===== src/rtl/matmul_output_writer.sv =====
// Write-back stage below the systolic array: de-skews column outputs into whole
// rows, optionally adds the matching psum row, and writes rows to output memory.

// Per-column delay line used to realign the skewed array outputs.
module matmul_output_writer_lane #(
  parameter int WIDTH = 8,
  parameter int DEPTH = 1
) (
  input  logic             clk,
  input  logic             rst_n,
  input  logic             in_vld,
  input  logic [WIDTH-1:0] in_data,
  output logic             out_vld,
  output logic [WIDTH-1:0] out_data
);
  logic [DEPTH-1:0]            vld_q, vld_d;
  logic [DEPTH-1:0][WIDTH-1:0] dat_q, dat_d;

  // Shift the column sample one slot deeper every cycle.
  always_comb begin
    vld_d    = '0;
    dat_d    = '0;
    vld_d[0] = in_vld;
    dat_d[0] = in_data;
    for (int i = 1; i < DEPTH; i++) begin
      vld_d[i] = vld_q[i-1];
      dat_d[i] = dat_q[i-1];
    end
  end

  // Delay-line registers; cleared on reset so no stale column survives.
  always_ff @(posedge clk or negedge rst_n) begin
    if (!rst_n) begin
      vld_q <= '0;
      dat_q <= '0;
    end else begin
      vld_q <= vld_d;
      dat_q <= dat_d;
    end
  end

  assign out_vld  = vld_q[DEPTH-1];
  assign out_data = dat_q[DEPTH-1];
endmodule

module matmul_output_writer #(
  parameter int WIDTH  = 8,
  parameter int COL    = 4,
  parameter int O_SIZE = 256,
  localparam int AW    = $clog2(O_SIZE)
) (
  input  logic                      clk,
  input  logic                      rst_n,
  input  logic                      start,
  input  logic [AW-1:0]             cfg_rows,
  input  logic [AW-1:0]             cfg_psum_offset,
  input  logic [AW-1:0]             cfg_o_offset,
  input  logic                      cfg_accum_en,
  input  logic [COL-1:0]            arr_valid,
  input  logic [COL-1:0][WIDTH-1:0] arr_out,
  output logic                      psum_rd_en,
  output logic [AW-1:0]             psum_rd_addr,
  input  logic [COL-1:0][WIDTH-1:0] psum_rd_data,
  output logic                      o_wr_en,
  output logic [AW-1:0]             o_wr_addr,
  output logic [COL-1:0][WIDTH-1:0] o_wr_data,
  output logic                      busy,
  output logic                      done,
  output logic                      err
);
  // Pipeline: [1] aligned row issues psum read, [2] waits for read data,
  // [3] holds the finished row being written.
  localparam int STAGES = 3;

  typedef logic [COL-1:0][WIDTH-1:0] row_t;
  typedef enum logic [1:0] {S_IDLE, S_RUN, S_DRAIN, S_DONE} state_e;

  state_e          state_q, state_d;
  logic [AW-1:0]   rows_q, rows_d, poff_q, poff_d, ooff_q, ooff_d, cnt_q, cnt_d;
  logic            accum_q, accum_d, err_q, err_d;
  logic [STAGES:1] vld_pipe_q, vld_pipe_d;
  row_t            a_row_q, a_row_d, p_row_q, p_row_d, wr_data_q, wr_data_d;
  logic [AW-1:0]   a_idx_q, a_idx_d, p_idx_q, p_idx_d;
  logic [AW-1:0]   rd_addr_q, rd_addr_d, wr_addr_q, wr_addr_d;

  logic [COL-1:0]  al_vld;
  row_t            al_row;
  logic            all_v, any_v, accept;

  // Column c is delayed COL-1-c cycles; the last column needs no delay.
  for (genvar c = 0; c < COL - 1; c++) begin : g_lane
    matmul_output_writer_lane #(.WIDTH(WIDTH), .DEPTH(COL - 1 - c)) u_lane (
      .clk     (clk),
      .rst_n   (rst_n),
      .in_vld  (arr_valid[c]),
      .in_data (arr_out[c]),
      .out_vld (al_vld[c]),
      .out_data(al_row[c])
    );
  end
  assign al_vld[COL-1] = arr_valid[COL-1];
  assign al_row[COL-1] = arr_out[COL-1];

  assign all_v = &al_vld;
  assign any_v = |al_vld;

  // Control FSM, error tracking and the row pipeline next-state.
  always_comb begin
    state_d    = state_q;
    rows_d     = rows_q;
    poff_d     = poff_q;
    ooff_d     = ooff_q;
    accum_d    = accum_q;
    cnt_d      = cnt_q;
    err_d      = err_q;
    accept     = all_v && (state_q == S_RUN);

    // Partial alignment, or a whole row outside RUN, is a protocol error.
    if ((any_v && !all_v) || (all_v && state_q != S_RUN)) err_d = 1'b1;

    unique case (state_q)
      S_IDLE: if (start) begin
        state_d = S_RUN;
        rows_d  = cfg_rows;
        poff_d  = cfg_psum_offset;
        ooff_d  = cfg_o_offset;
        accum_d = cfg_accum_en;
        cnt_d   = '0;
        err_d   = 1'b0;
      end
      S_RUN: if (accept) begin
        cnt_d = cnt_q + AW'(1);
        if (cnt_q == rows_q) state_d = S_DRAIN;
      end
      // Leave once only the write stage can still hold a row: done then
      // lands in the cycle right after that last write.
      S_DRAIN: if (!vld_pipe_q[1] && !vld_pipe_q[2]) state_d = S_DONE;
      S_DONE:  state_d = S_IDLE;
      default: state_d = S_IDLE;
    endcase

    vld_pipe_d = {vld_pipe_q[STAGES-1:1], accept};

    a_row_d   = accept ? al_row : a_row_q;
    a_idx_d   = accept ? cnt_q : a_idx_q;
    rd_addr_d = accept ? poff_q + cnt_q : rd_addr_q;

    p_row_d   = a_row_q;
    p_idx_d   = a_idx_q;

    wr_addr_d = wr_addr_q;
    wr_data_d = wr_data_q;
    if (vld_pipe_q[2]) begin
      wr_addr_d = ooff_q + p_idx_q;
      for (int e = 0; e < COL; e++)
        wr_data_d[e] = accum_q ? p_row_q[e] + psum_rd_data[e] : p_row_q[e];
    end
  end

  // State, config and pipeline registers.
  always_ff @(posedge clk or negedge rst_n) begin
    if (!rst_n) begin
      state_q    <= S_IDLE;
      rows_q     <= '0;
      poff_q     <= '0;
      ooff_q     <= '0;
      accum_q    <= 1'b0;
      cnt_q      <= '0;
      err_q      <= 1'b0;
      vld_pipe_q <= '0;
      a_row_q    <= '0;
      a_idx_q    <= '0;
      p_row_q    <= '0;
      p_idx_q    <= '0;
      rd_addr_q  <= '0;
      wr_addr_q  <= '0;
      wr_data_q  <= '0;
    end else begin
      state_q    <= state_d;
      rows_q     <= rows_d;
      poff_q     <= poff_d;
      ooff_q     <= ooff_d;
      accum_q    <= accum_d;
      cnt_q      <= cnt_d;
      err_q      <= err_d;
      vld_pipe_q <= vld_pipe_d;
      a_row_q    <= a_row_d;
      a_idx_q    <= a_idx_d;
      p_row_q    <= p_row_d;
      p_idx_q    <= p_idx_d;
      rd_addr_q  <= rd_addr_d;
      wr_addr_q  <= wr_addr_d;
      wr_data_q  <= wr_data_d;
    end
  end

  assign psum_rd_en   = vld_pipe_q[1] & accum_q;
  assign psum_rd_addr = rd_addr_q;
  assign o_wr_en      = vld_pipe_q[3];
  assign o_wr_addr    = wr_addr_q;
  assign o_wr_data    = wr_data_q;
  assign busy         = (state_q == S_RUN) || (state_q == S_DRAIN);
  assign done         = (state_q == S_DONE);
  assign err          = err_q;
endmodule

===== config.mk =====
export PLATFORM = sky130hd
export DESIGN_NAME = matmul_output_writer
export DESIGN_NICKNAME = d
export VERILOG_FILES = /design/src/rtl/matmul_output_writer.sv
export SDC_FILE = /design/constraint.sdc
export NUM_CORES = 1
export LEC_CHECK = 0
export BUFFER_PORTS_ARGS = -buffer_cell sky130_fd_sc_hd__buf_2
export CAP_MARGIN = 10
export CORE_ASPECT_RATIO = 1.75
export CORE_MARGIN = 10
export CORE_UTILIZATION = 43
export CTS_CLUSTER_SIZE = 40
export DETAILED_ROUTE_END_ITERATION = 6
export PLACE_DENSITY_LB_ADDON = 0.3
export SETUP_SLACK_MARGIN = 0.1
export SKIP_LAST_GASP = 1
export SLEW_MARGIN = 40
export SYNTH_ARGS = -nofsm -noshare
export SYNTH_HDL_FRONTEND = slang
export SYNTH_SLANG_ARGS = --single-unit

===== constraint.sdc =====
create_clock -name clk -period 2.5 [get_ports clk]
set_clock_uncertainty 0.2 [all_clocks]
set_input_delay 0.5 -clock clk [delete_from_list [all_inputs] [get_ports clk]]
set_output_delay 0.5 -clock clk [all_outputs]
set_load 0.01 [all_outputs]

**Yosys cells after proc, flatten, opt, wreduce, memory -nomap -nowiden**

Cells that the tools add are included.

- Add/subtract/negate cells: 7
- $mul: 0
- Divide/modulo/power cells: 0
- Magnitude comparators: 0
- Equal/unequal tests: 9
- Shifts and indexed selects: 0
- Muxes and demuxes: 15
- Bitwise logic cells: 1
- Reductions and logical operators: 16

Operator list:

| operator | count |
|---|---|
| adder 8 bit | 6 |
| 2-to-1 mux 8 bit | 6 |
| case mux 8 bit (2 select lines) | 1 |
| adder 8 x 1 -> 8 bit, second input constant | 1 |
| equality test 8 bit | 1 |
| 2-to-1 mux 2 bit | 4 |
| case mux 2 bit (4 select lines) | 1 |
| AND reduction 4 bit | 2 |
| != test 2 bit, second input constant | 3 |
| equality test 2 bit, second input constant | 2 |
| logical AND 1 bit | 4 |
| != test 2 x 1 -> 1 bit, second input constant | 2 |
| OR reduction 4 bit | 1 |
| zero test 1 bit | 3 |
| 2-to-1 mux 1 bit | 3 |
| AND reduction 3 bit | 1 |
| equality test 2 x 1 -> 1 bit, second input constant | 1 |
| zero test 2 bit | 1 |
| logical OR 1 bit | 2 |
| AND reduction 2 bit | 1 |
| nonzero test 2 bit | 1 |
| AND 1 bit | 1 |

- Register bits: 221
- Latch bits: 0
- RAM bits: 0
- ROM bits: 0
- Output and inout port bits: 53
- Logic and storage cells: 81
- Memories kept: 0

**Logic depth before layout (Yosys ltp)**

Gate-level depths: netlist (run 1).

- Depth after elaboration: 7
- Mapped depth: 8
- Depth with buffers taken out: 8

**By module**

From an unflattened synthesis (run 1), not the netlist that was laid out.

- Cell total of the unflattened synthesis: 868
- Area, all modules: 9650.5 um^2

Modules (own cells, without submodules):

| module | times used | cells an instance | area an instance (um^2) | sequential area each (um^2) |
|---|---|---|---|---|
| matmul_output_writer | 1 | 814 | 8299.2 | 4179.0 |
| matmul_output_writer_lane at g_lane[0].u_lane | 1 | 27 | 675.6 | 675.6 |
| matmul_output_writer_lane at g_lane[1].u_lane | 1 | 18 | 450.4 | 450.4 |
| matmul_output_writer_lane at g_lane[2].u_lane | 1 | 9 | 225.2 | 225.2 |

**Worst setup path after synthesis (run 1)**

No wires, ideal clock.

- Path type: input-to-reg
- Start: input psum_rd_data[8] (netlist bit)
- End: register wr_data_q, in the netlist o_wr_data[14]
- Setup time: 0.070 ns
- Arrival: 1.920 ns
- Data required time: 2.230 ns
- Path slack: 0.310 ns
- Stages: 8
- Path buffers: 0
- Cell sequence: ha_1 > inv_1 > fa_1 > nor2b_4 > o31a_1 > o21ai_2 > or4b_1 > nand3b_1

- Cells in the longest elaborated chain, start to end: 2

RTL lines:

| what | RTL line | RTL |
|---|---|---|
| from (decl) | 63 | `input logic [COL-1:0][WIDTH-1:0] psum_rd_data,` |
| adder 8 bit | 156 | `wr_data_d[e] = accum_q ? p_row_q[e] + psum_rd_data[e] : p_row_q[e];` |
| 2-to-1 mux 8 bit | 156 |  |
| to (signal assigned) | 193 | `wr_data_q <= wr_data_d;` |
| to (decl) | 82 | `row_t a_row_q, a_row_d, p_row_q, p_row_d, wr_data_q, wr_data_d;` |

Every way passes these cells.
A chain may end at the register's enable or synchronous reset.

**Final worst setup path (run 1)**

- Start: register p_row_q[16] (netlist bit)
- End: register wr_data_q, in the netlist o_wr_data[22]

- Cells in the longest elaborated chain, start to end: 2

RTL lines:

| what | RTL line | RTL |
|---|---|---|
| from (decl) | 82 |  |
| from (signal assigned) | 189 | `p_row_q <= p_row_d;` |
| adder 8 bit | 156 |  |
| 2-to-1 mux 8 bit | 156 |  |

Every way passes these cells.

==> run summary, run 1 <==
max frequency - 0.456 GHz
Slew @ Worst Pin - 0.412 ns
fin crit share - 87.7%
CTS tree - yes
synth unique cells - 54
commonest non-fill, non-tap cell in the layout - dfrtp_1
Worst Hold Path Cells - 2
clock network power share - 26.9%
startpoint class of the critical path - register
Mapped Cells - 867
Residual DRC - 0
Yosys reg bits - 221
Post-Syn Area - 0.00968 mm²
Synth Area in Compound Gates - 9.71%
post-detailed-routing wire length - 22.2 mm
setup tns final - 0 ns
GR Overflow Total - 0
Final Max Tran Viols - 0
Seq/Total Area, Yosys - 57.2%
Root Driver - clkbuf_16
synth top area cells - dfrtp_1, ha_1, nand2_1
most common flop cell mapped by yosys - dfrtp_1
vias in the first global route - 7213
Syn Nets - 1016
sequential share of power - 41.7%
Post-synth EDFFs - 0
drt pass-1 iters - 4
Sw Pwr - 4.28 mW
CP required - 2.73 ns
Worst R2R End - o_wr_data[22]
fin crit period - 2.19 ns
hold_sp - start
final worst slack - 0.308 ns
total core area - 0.0222 mm²
first-pass GRT wire length - 36.4 mm
R2R depth - 8
Sw Ratio - 32.8%
Syn. warnings - 0
slowest stage cell, crit path - or4b_1
Setup crit end kind - register
Die W - 133 µm
reg2reg setup slack - 0.31 ns
Simple-Gate Fraction of Synth Area - 14.7%
Antenna Nets Post-Route - 0
largest net degree at the start of global routing - 69
H-Tree Depth - 1
Initial Utilization - 43.7%
clk_lat worst skew - 0.51 ns
status - complete, no violations
die area - 0.0291 mm²
Mean Syn Cell Area - 11.2 µm²
Setup CP Type - register to register
vias per cell - 5.00
initial DRC count - 259
I/O pin cnt - 149
most frequent cells in the layout - dfrtp_1, nand2_1, buf_2, nor2_1, a21oi_1
ys async rst share - 100%
Max-Cap Viols - 0
Crit Path Max Fanout - 3
clock buffer depth - 3
die height - 218 µm
DP HPWL - 16.4 mm
crit path from - p_row_q[16]
worst setup path endpoint - o_wr_data[22]
Max-slew headroom - 71.7%
P_int - 8.77 mW
critical-path cell list - ha_1 -> inv_1 -> fa_1 -> nor2b_4 -> o31a_1 -> o21ai_2 -> or4b_1 -> nand3b_1
final core area utilization - 53.9%
worst r2r src - p_row_q[16]
Hold Fails Final Rpt - 0
VDD IR-drop max - 0.000576 V
PortBufs - 148
Comb power frac - 31.4%
CTS Buf Count - 22
Layout Cells excl Fill - 1369
nets - 1204
PwrDens - 1090 mW/mm²
WP data arrival - 2.42 ns
RSZ-0062 raised after global routing - no
Global Route Usage Sum - 15.2%
via count of the routed design - 6840
Leak - 5.79 nW
share of the synthesized area in the top cell type - 57.2%
CP max stage delay - 0.43 ns
layout cells sized above 1 - 24.0%
final setup fails - 0
largest family of logic cells by synthesized area - simple AND/OR/NAND/NOR gates
routability cong. - 0.899
placed cells - 1298
routed len/inst - 16.2 µm
Placement Rows - 72
dpl ws - 0.0815 ns
Post-Synth XOR/XNOR Area - 2.26%
post-synthesis adder-cell area fraction - 7.32%
Area Overhead vs Synth - 23.5%
worst hold path type - input pin to register
mux share of post-synthesis cell area - 6.06%
antenna violations before repair - 2
Reg clk slew, reported paths - 0.07 ns
clk sink count - 221
leading area contributor after synthesis - dfrtp_1
[how the worst min path moves through the flow]
| stage | to |
|---|---|
| final | err |
| after global routing | ooff_q[5] |
| after CTS | rows_q[2] |
| after detailed placement | g_lane[0].u_lane.dat_d[16] |
| after global placement | g_lane[0].u_lane.out_data[0] |
| after floorplan | a_idx_q[0] |
[layout make-up]
cell class | instances | area (µm²)
sequential | 221 | 5540
antenna | 2 | 5.00
fill | 2005 | 10200
multi-input combinational | 579 | 3870
timing repair buffer | 196 | 1250
tap | 296 | 370
clock buffer | 29 | 638
clock inverter | 11 | 150
inverter | 35 | 131
[registers in the layout, summed over array words and instances (netlist names)]
name,flops
ooff_q,8
p_row_q,32
cnt_q,8
state_q,2
vld_pipe_q,3
poff_q,8
a_row_q,32
rows_q,8
psum_rd_addr,8
a_idx_q,8
g_lane.u_lane.dat_d,24
g_lane.u_lane.out_vld,1
err,1
p_idx_q,8
accum_q,1
o_wr_data,32
g_lane.u_lane.out_data,24
o_wr_addr,8
g_lane.u_lane.vld_q,5
[critical path, delay by kind of cell, from the launching register on]
| kind | cells | cell delay (ns) |
|---|---|---|
| flip-flops | 1 | 0.40 |
| buffers and inverters | 1 | 0.08 |
| AO/OA/AOI/OAI | 2 | 0.38 |
| adder cells (fa/ha/maj) | 2 | 0.47 |
| AND/OR/NAND/NOR | 3 | 0.58 |
[synthesized netlist by cell type (2+ instances only)]
master,instances
dfrtp_1,221
nand2_1,152
nor2_1,54
a21oi_1,50
ha_1,47
mux2_2,37
inv_1,35
o21ai_0,34
xnor2_1,18
mux2i_1,17
nand3_1,15
buf_2,14
nand3b_1,14
clkbuf_1,13
nor3b_1,12
o21a_1,12
a211oi_1,11
nor3_1,8
or3_1,8
xor2_1,7
a21o_1,6
fa_1,6
nor2b_1,6
nand4_1,5
o2111ai_1,5
a21boi_0,4
nor2b_4,4
o21ai_2,4
o31a_1,4
o31ai_1,4
or4b_1,4
a22o_1,3
a32oi_1,3
and3_1,3
buf_1,3
or4_1,3
a31oi_1,2
nor4_1,2
or3b_1,2
[cells by family after synthesis]
kind of cell             after synthesis
AND/OR/NAND/NOR                      298
flip-flops                           221
AO/OA/AOI/OAI                        149
adder cells (fa/ha/maj)               53
multiplexers                          54
XOR/XNOR                              25
buffers and inverters                 67
[metrics by stage]
stage | power (mW) | cell area [µm²] | hold WS (ns)
after CTS | 13.3 | 11900 | 0.00484
final | 13.1 | 12000 | 0.0296
after floorplan | 8.17 | 9680 | 0.00441
after global routing | 14.0 | 12000 | 0.0194
after detailed placement | 9.61 | 10900 | 0.136
after global placement | 9.51 | 10900 | 0.132
[timing repair]
item,4_1_cts,5_1_grt
setup buffers,0,0
hold buffers,29,0
gates resized for setup,0,1
endpoints found under the setup margin,0,1
hold endpoints to repair,76,0
[power by group through the flow]
stage                     Clock (mW)  Combinational, mW  Sequential (mW)
after floorplan                    0               2.74             5.42
after global routing            3.77               4.63             5.60
after global placement             0               4.03             5.48
after detailed placement           0               4.09             5.52
final                           3.52               4.10             5.44
after CTS                       3.64               4.17             5.45
[per-layer routing]
layer / GRT usage [%] / share of wire (%)
met1: 18.4 / 42
met2: 26.3 / 51
met3: 2.71 / 4.8
met4: 5.72 / 2.9
met5: 0 / 0
Power figures use the tool's default switching activity.
==> inputs of run 2 (changes only) <==
--- a/config.mk
+++ b/config.mk
@@ -7,6 +7,8 @@
 export LEC_CHECK = 0
 export BUFFER_PORTS_ARGS = -buffer_cell sky130_fd_sc_hd__buf_2
 export CAP_MARGIN = 10
+export CELL_PAD_IN_SITES_DETAIL_PLACEMENT = 0
+export CELL_PAD_IN_SITES_GLOBAL_PLACEMENT = 1
 export CORE_ASPECT_RATIO = 1.75
 export CORE_MARGIN = 10
 export CORE_UTILIZATION = 43
==> run 2 against run 1 <==
Core utilization fell by 0.12 points; largest power group unchanged; combinational power barely moved; register-to-register slack barely moved; largest cell class unchanged.
==> run summary, run 2 (same netlist as run 1, synthesis figures left out) <==
Leak - 5.79 nW (about the same)
Area Overhead vs Synth - 23.2% (was 23.5%)
max frequency - 0.450 GHz (was 0.456 GHz)
RSZ-0062 raised after global routing - no (unchanged)
Setup crit end kind - primary output (was register)
Slew @ Worst Pin - 0.507 ns (was 0.412 ns)
GR Util met2 - 26.8% (was 26.3%)
Max-slew headroom - 66.2% (was 71.7%)
antenna violations before repair - 1 (was 2)
die height - 218 µm (unchanged)
CTS tree - yes (unchanged)
drt pass-1 iters - 4 (unchanged)
most frequent cells in the layout - dfrtp_1, nand2_1, buf_2, nor2_1, a21oi_1 (unchanged)
total core area - 0.0222 mm² (unchanged)
Placement Rows - 72 (unchanged)
H-Tree Depth - 1 (unchanged)
Comb power frac - 31.6% (was 31.4%)
P_int - 8.74 mW (was 8.77 mW)
Sw Pwr - 4.22 mW (was 4.28 mW)
setup bufs post-CTS - 0 (unchanged)
Root Driver - clkbuf_16 (unchanged)
vias in the first global route - 7023 (was 7213)
Antenna Nets Post-Route - 0 (unchanged)
via count of the routed design - 6734 (was 6840)
VDD IR-drop max - 0.000797 V (was 0.000576 V)
DP HPWL - 16.5 mm (was 16.4 mm)
sequential share of power - 42.0% (was 41.7%)
Global Route Usage Sum - 15.4% (was 15.2%)
Final Max Tran Viols - 0 (unchanged)
final worst slack - 0.278 ns (was 0.308 ns)
clk_lat worst skew - 0.50 ns (was 0.51 ns)
Initial Utilization - 43.7% (unchanged)
Reg clk slew, reported paths - 0.06 ns (was 0.07 ns)
I/O pin cnt - 149 (unchanged)
routed len/inst - 16.4 µm (was 16.2 µm)
status - complete, no violations (unchanged)
nets - 1205 (was 1204)
layout cells sized above 1 - 23.9% (was 24.0%)
setup tns final - 0 ns (unchanged)
dpl ws - 0.0847 ns (was 0.0815 ns)
Sw Ratio - 32.5% (was 32.8%)
Max-Cap Viols - 0 (unchanged)
clock buffer depth - 3 (unchanged)
worst hold path type - input pin to register (unchanged)
clk sink count - 221 (unchanged)
Crit Path Max Fanout - 32 (was 3)
startpoint class of the critical path - register (unchanged)
placed cells - 1300 (was 1298)
GR Overflow Total - 0 (unchanged)
Die W - 133 µm (unchanged)
final setup fails - 0 (unchanged)
post-detailed-routing wire length - 22.5 mm (was 22.2 mm)
CP required - 1.80 ns (was 2.73 ns)
routability cong. - 0.825 (was 0.899)
first-pass GRT wire length - 36.5 mm (was 36.4 mm)
GR Util met3 - 3.10% (was 2.71%)
die area - 0.0291 mm² (unchanged)
largest net degree at the start of global routing - 69 (unchanged)
Hold Fails Final Rpt - 0 (unchanged)
met1 Usage GRT - 18.8% (was 18.4%)
clock network power share - 26.4% (was 26.9%)
Layout Cells excl Fill - 1366 (was 1369)
initial DRC count - 315 (was 259)
fin crit share - 88.9% (was 87.7%)
vias per cell - 4.93 (was 5.00)
PwrDens - 1090 mW/mm² (about the same)
gr busiest metal - met2 (unchanged)
Setup CP Type - register to primary output (was register to register)
Min Hold Slack - 0.0122 ns (was 0.0296 ns)
Residual DRC - 0 (unchanged)
commonest non-fill, non-tap cell in the layout - dfrtp_1 (unchanged)
fin crit period - 2.22 ns (was 2.19 ns)
WP data arrival - 1.52 ns (was 2.42 ns)
PortBufs - 148 (unchanged)
CTS Buf Count - 22 (unchanged)
Ant. Diodes - 0 (was 2)
==> run 2: cell types whose count changed in the layout (fill, tap and decap cells not counted), moves of 2 or more <==
| cell | previous run | this run |
|---|---|---|
| clkbuf_8 | 4 | 7 |
| inv_6 | 3 | 0 |
| buf_4 | 14 | 16 |
| diode_2 | 2 | 0 |
==> run 2: final cells by class <==
type / instances / area, µm²
fill: 2099 / 10200
sequential: 221 / 5540
multi-input combinational: 579 / 3870
timing repair buffer: 197 / 1250
clock buffer: 33 / 683
tap: 296 / 370
inverter: 35 / 131
clock inverter: 5 / 77.6
==> run 2: per-layer routing <==
metal / share of wire [%] / up-vias / wire [µm]
met2: 51 / 133 / 11400
li1: - / 3360 / -
met5: 0 / - / 0
met3: 4.4 / 29 / 998
met1: 43 / 3212 / 9590
met4: 2.0 / 0 / 454
==> run 2: worst paths after layout <==
check,from,end,slack [ns],cells after the start
min reg2reg,g_lane[0].u_lane.dat_d[22],g_lane[0].u_lane.out_data[6],0.15,0
max reg2reg,state_q[1],cnt_q[5],0.30,7
max in group asynchronous,rst_n,g_lane[0].u_lane.out_data[2],1.08,3
min,arr_out[25],a_row_q[25],0.01,3
min in group asynchronous,rst_n,psum_rd_addr[7],0.33,2
max,accum_q,psum_rd_en,0.28,2
==> run 2: stage by stage <==
stage | power (mW) | area (µm²) | util (%)
finish | 13.0 | 11900 | 53.8
global route | 13.9 | 11900 | 53.8
CTS | 13.2 | 11900 | 53.8
global placement | 9.55 | 10900 | 49.1
floorplan | 8.17 | 9680 | -
detailed placement | 9.63 | 10900 | 49.1
==> run 2: repair_timing <==
item / 4_1_cts / 5_1_grt
endpoints found under the setup margin: 0 / 1
hold buffers: 28 / 0
endpoints found under the hold margin: 83 / 0
gates resized for setup: 0 / 1
==> run 2: power groups by stage <==
stage                     Combinational, mW  Sequential (mW)  Clock [mW]
final                                  4.10             5.44        3.42
after global routing                   4.64             5.61        3.68
after CTS                              4.18             5.46        3.52
after detailed placement               4.12             5.52           0
after global placement                 4.07             5.48           0
after floorplan                        2.74             5.42           0
==> run 2: critical path, stage by stage, from the launching register on <==
cell	delay, ns
dfrtp_4	0.68
and2_1	0.20
buf_2	0.14
==> inputs of run 3 (changes only) <==
--- a/config.mk
+++ b/config.mk
@@ -20,4 +20,5 @@
 export SLEW_MARGIN = 40
 export SYNTH_ARGS = -nofsm -noshare
 export SYNTH_HDL_FRONTEND = slang
+export SYNTH_HIERARCHICAL = 1
 export SYNTH_SLANG_ARGS = --single-unit
==> run 3 against run 2 <==
Clock power decreased by 11%; maximum frequency decreased by 0.53%; synthesized cell count rose by 0.12%; total power down 3.4%; die area down 0.23%; critical path type is now register to register; critical endpoint is now o_wr_data[15].
==> run summary, run 3 <==
Crit Path Max Fanout - 2 (was 32)
placed cell area - 0.0108 mm² (was 0.0109 mm²)
setup tns final - 0 ns (unchanged)
leading area contributor after synthesis - dfrtp_1 (unchanged)
startpoint class of the critical path - register (unchanged)
VDD IR-drop max - 0.000578 V (was 0.000797 V)
Global Route Usage Sum - 15.0% (was 15.4%)
WP data arrival - 2.47 ns (was 1.52 ns)
Final Max Tran Viols - 0 (unchanged)
largest net degree at the start of global routing - 79 (was 69)
Seq/Total Area, Yosys - 57.3% (was 57.2%)
layout cells sized above 1 - 23.2% (was 23.9%)
Root Driver - clkbuf_16 (unchanged)
nets - 1211 (was 1205)
Initial Utilization - 43.7% (about the same)
CP delay by family, top - simple AND/OR/NAND/NOR gates (was flip-flops)
Leak - 5.73 nW (was 5.79 nW)
max frequency - 0.448 GHz (was 0.450 GHz)
worst r2r src - p_row_q[9] (was state_q[1])
die area - 0.0291 mm² (about the same)
Layout Cells excl Fill - 1372 (was 1366)
CTS Buf Count - 21 (was 22)
RSZ-0062 raised after global routing - no (unchanged)
Worst R2R End - o_wr_data[15] (was cnt_q[5])
fin crit share - 89.3% (was 88.9%)
Max-slew headroom - 67.8% (was 66.2%)
die height - 218 µm (about the same)
clk_lat worst skew - 0.50 ns (about the same)
R2R depth - 6 (was 7)
Syn Nets - 1017 (was 1016)
slowest stage cell, crit path - a211oi_1 (was dfrtp_4)
final setup fails - 0 (unchanged)
via count of the routed design - 6828 (was 6734)
count leader, synth - dfrtp_1 (unchanged)
Reg clk slew, reported paths - 0.06 ns (about the same)
reg2reg setup slack - 0.27 ns (was 0.30 ns)
H-Tree Depth - 1 (unchanged)
worst hold path type - input pin to register (unchanged)
vias per cell - 4.98 (was 4.93)
hold_sp - arr_out[27] (was arr_out[25])
Setup crit end kind - register (was primary output)
I/O pin cnt - 149 (unchanged)
PwrDens - 1060 mW/mm² (was 1090 mW/mm²)
Setup CP Type - register to register (was register to primary output)
CP required - 2.74 ns (was 1.80 ns)
post-detailed-routing wire length - 21.8 mm (was 22.5 mm)
initial DRC count - 251 (was 315)
Slew @ Worst Pin - 0.480 ns (was 0.507 ns)
Area Overhead vs Synth - 22.5% (was 23.2%)
Hold Fails Final Rpt - 0 (unchanged)
Residual DRC - 0 (unchanged)
clk sink count - 221 (unchanged)
CP max stage delay - 0.46 ns (was 0.68 ns)
most common flop cell mapped by yosys - dfrtp_1 (unchanged)
synth unique cells - 54 (unchanged)
first-pass GRT wire length - 35.9 mm (was 36.5 mm)
critical-path cell list - ha_1 -> a211oi_1 -> nor3_1 -> or3_1 -> a21boi_0 -> nand3b_1 (was and2_1 -> buf_2)
DP HPWL - 16.1 mm (was 16.5 mm)
antenna violations before repair - 1 (unchanged)
Die W - 133 µm (about the same)
ys async rst share - 100% (unchanged)
Min Hold Slack - 0.0164 ns (was 0.0122 ns)
routed len/inst - 15.9 µm (was 16.4 µm)
top post-synthesis cells by count - dfrtp_1, nand2_1, nor2_1 (unchanged)
Hold Crit Endpoint - a_row_q[27] (was a_row_q[25])
fin crit period - 2.23 ns (was 2.22 ns)
Post-Syn Area - 0.00965 mm² (was 0.00968 mm²)
vias in the first global route - 7158 (was 7023)
commonest non-fill, non-tap cell in the layout - dfrtp_1 (unchanged)
placed cells - 1301 (was 1300)
status - complete, no violations (unchanged)
Mapped Cells - 868 (was 867)
clock buffer depth - 3 (unchanged)
PortBufs - 148 (unchanged)
GR Overflow Total - 0 (unchanged)
final core area utilization - 53.6% (was 53.8%)
Max-Cap Viols - 0 (unchanged)
share of the synthesized area in the top cell type - 57.3% (was 57.2%)
post-route cell area - 0.0118 mm² (was 0.0119 mm²)
Post-synth EDFFs - 0 (unchanged)
drt pass-1 iters - 4 (unchanged)
Syn. warnings - 6 (was 0)
total core area - 0.0221 mm² (was 0.0222 mm²)
CTS tree - yes (unchanged)
Worst Hold Path Cells - 3 (unchanged)
Placement Rows - 72 (unchanged)
Yosys reg bits - 221 (unchanged)
Antenna Nets Post-Route - 0 (unchanged)
Mean Syn Cell Area - 11.1 µm² (was 11.2 µm²)
routability cong. - 0.810 (was 0.825)
most frequent cells in the layout - dfrtp_1, nand2_1, buf_2, nor2_1, a21oi_1 (unchanged)
crit path buf inv count - 0 (was 1)
synth top area cells - dfrtp_1, ha_1, nand2_1 (unchanged)
-- run 3: cell types whose count changed after synthesis, moves of 2 or more --
cell     previous run  this run
nor2b_1             6        11
nor2b_4             4         0
o21ai_1             1         4
buf_1               3         5
inv_1              35        33
nand2_1           152       154
-- run 3: worst register-to-register path: cells and delay by family (launching register included) --
family	cells	cell delay, ns
compound gates	2	0.63
simple gates	3	0.65
flops	1	0.39
fa+ha+maj	1	0.30
-- run 3: logic make-up after synthesis --
logic type,count (synthesis),share of synthesized area [%]
flip-flops,221,57.3
multiplexers,53,5.96
buffers and inverters,65,2.71
XOR/XNOR,25,2.27
AND/OR/NAND/NOR,301,14.5
adder cells (fa/ha/maj),53,7.34
AO/OA/AOI/OAI,150,9.93
-- run 3: how the worst max path moves through the flow --
| stage | start | cells after the start | to |
|---|---|---|---|
| finish | p_row_q[9] | 6 | o_wr_data[15] |
| global route | state_q[1] | 7 | cnt_q[5] |
| CTS | state_q[1] | 7 | cnt_q[7] |
| detailed placement | psum_rd_data[1] | 7 | o_wr_data[7] |
| global placement | psum_rd_data[1] | 7 | o_wr_data[7] |
| floorplan | psum_rd_data[16] | 8 | o_wr_data[22] |
-- run 3: per-layer routing --
| layer | part of all wire [%] | global-route usage [%] | vias to the layer above | wire length, µm |
|---|---|---|---|---|
| li1 | - | - | 3373 | - |
| met1 | 41 | 17.1 | 3282 | 8880 |
| met2 | 53 | 27.4 | 135 | 11500 |
| met3 | 4.1 | 2.60 | 38 | 884 |
| met4 | 2.6 | 5.54 | 0 | 566 |
| met5 | 0 | 0 | - | 0 |
-- run 3: power by group --
part | switching [mW] | total, mW | internal, mW
clock network | 1.31 | 3.05 | 1.74
logic | 2.14 | 4.06 | 1.92
registers | 0.710 | 5.41 | 4.70
-- run 3: cell type report --
class	count	area [µm²]
flip-flops and latches	221	5530
repair buffers	202	1280
diodes	1	2.50
multi-input cells	582	3860
fillers	1997	10200
clock inverters	8	71.3
inverters	34	128
well taps	296	370
clock buffers	28	582
-- run 3: timing repair --
item                      CTS  global route
setup buffers               0             0
hold buffers               34             0
hold endpoints to repair   76             0
gates resized for setup     0             0
-- run 3: per-stage QoR --
step / total power, mW / worst slack (ns)
floorplan: 8.14 / 0.352
global placement: 9.48 / 0.0900
detailed placement: 9.57 / 0.0442
CTS: 12.7 / 0.291
global route: 13.5 / 0.137
finish: 12.5 / 0.266
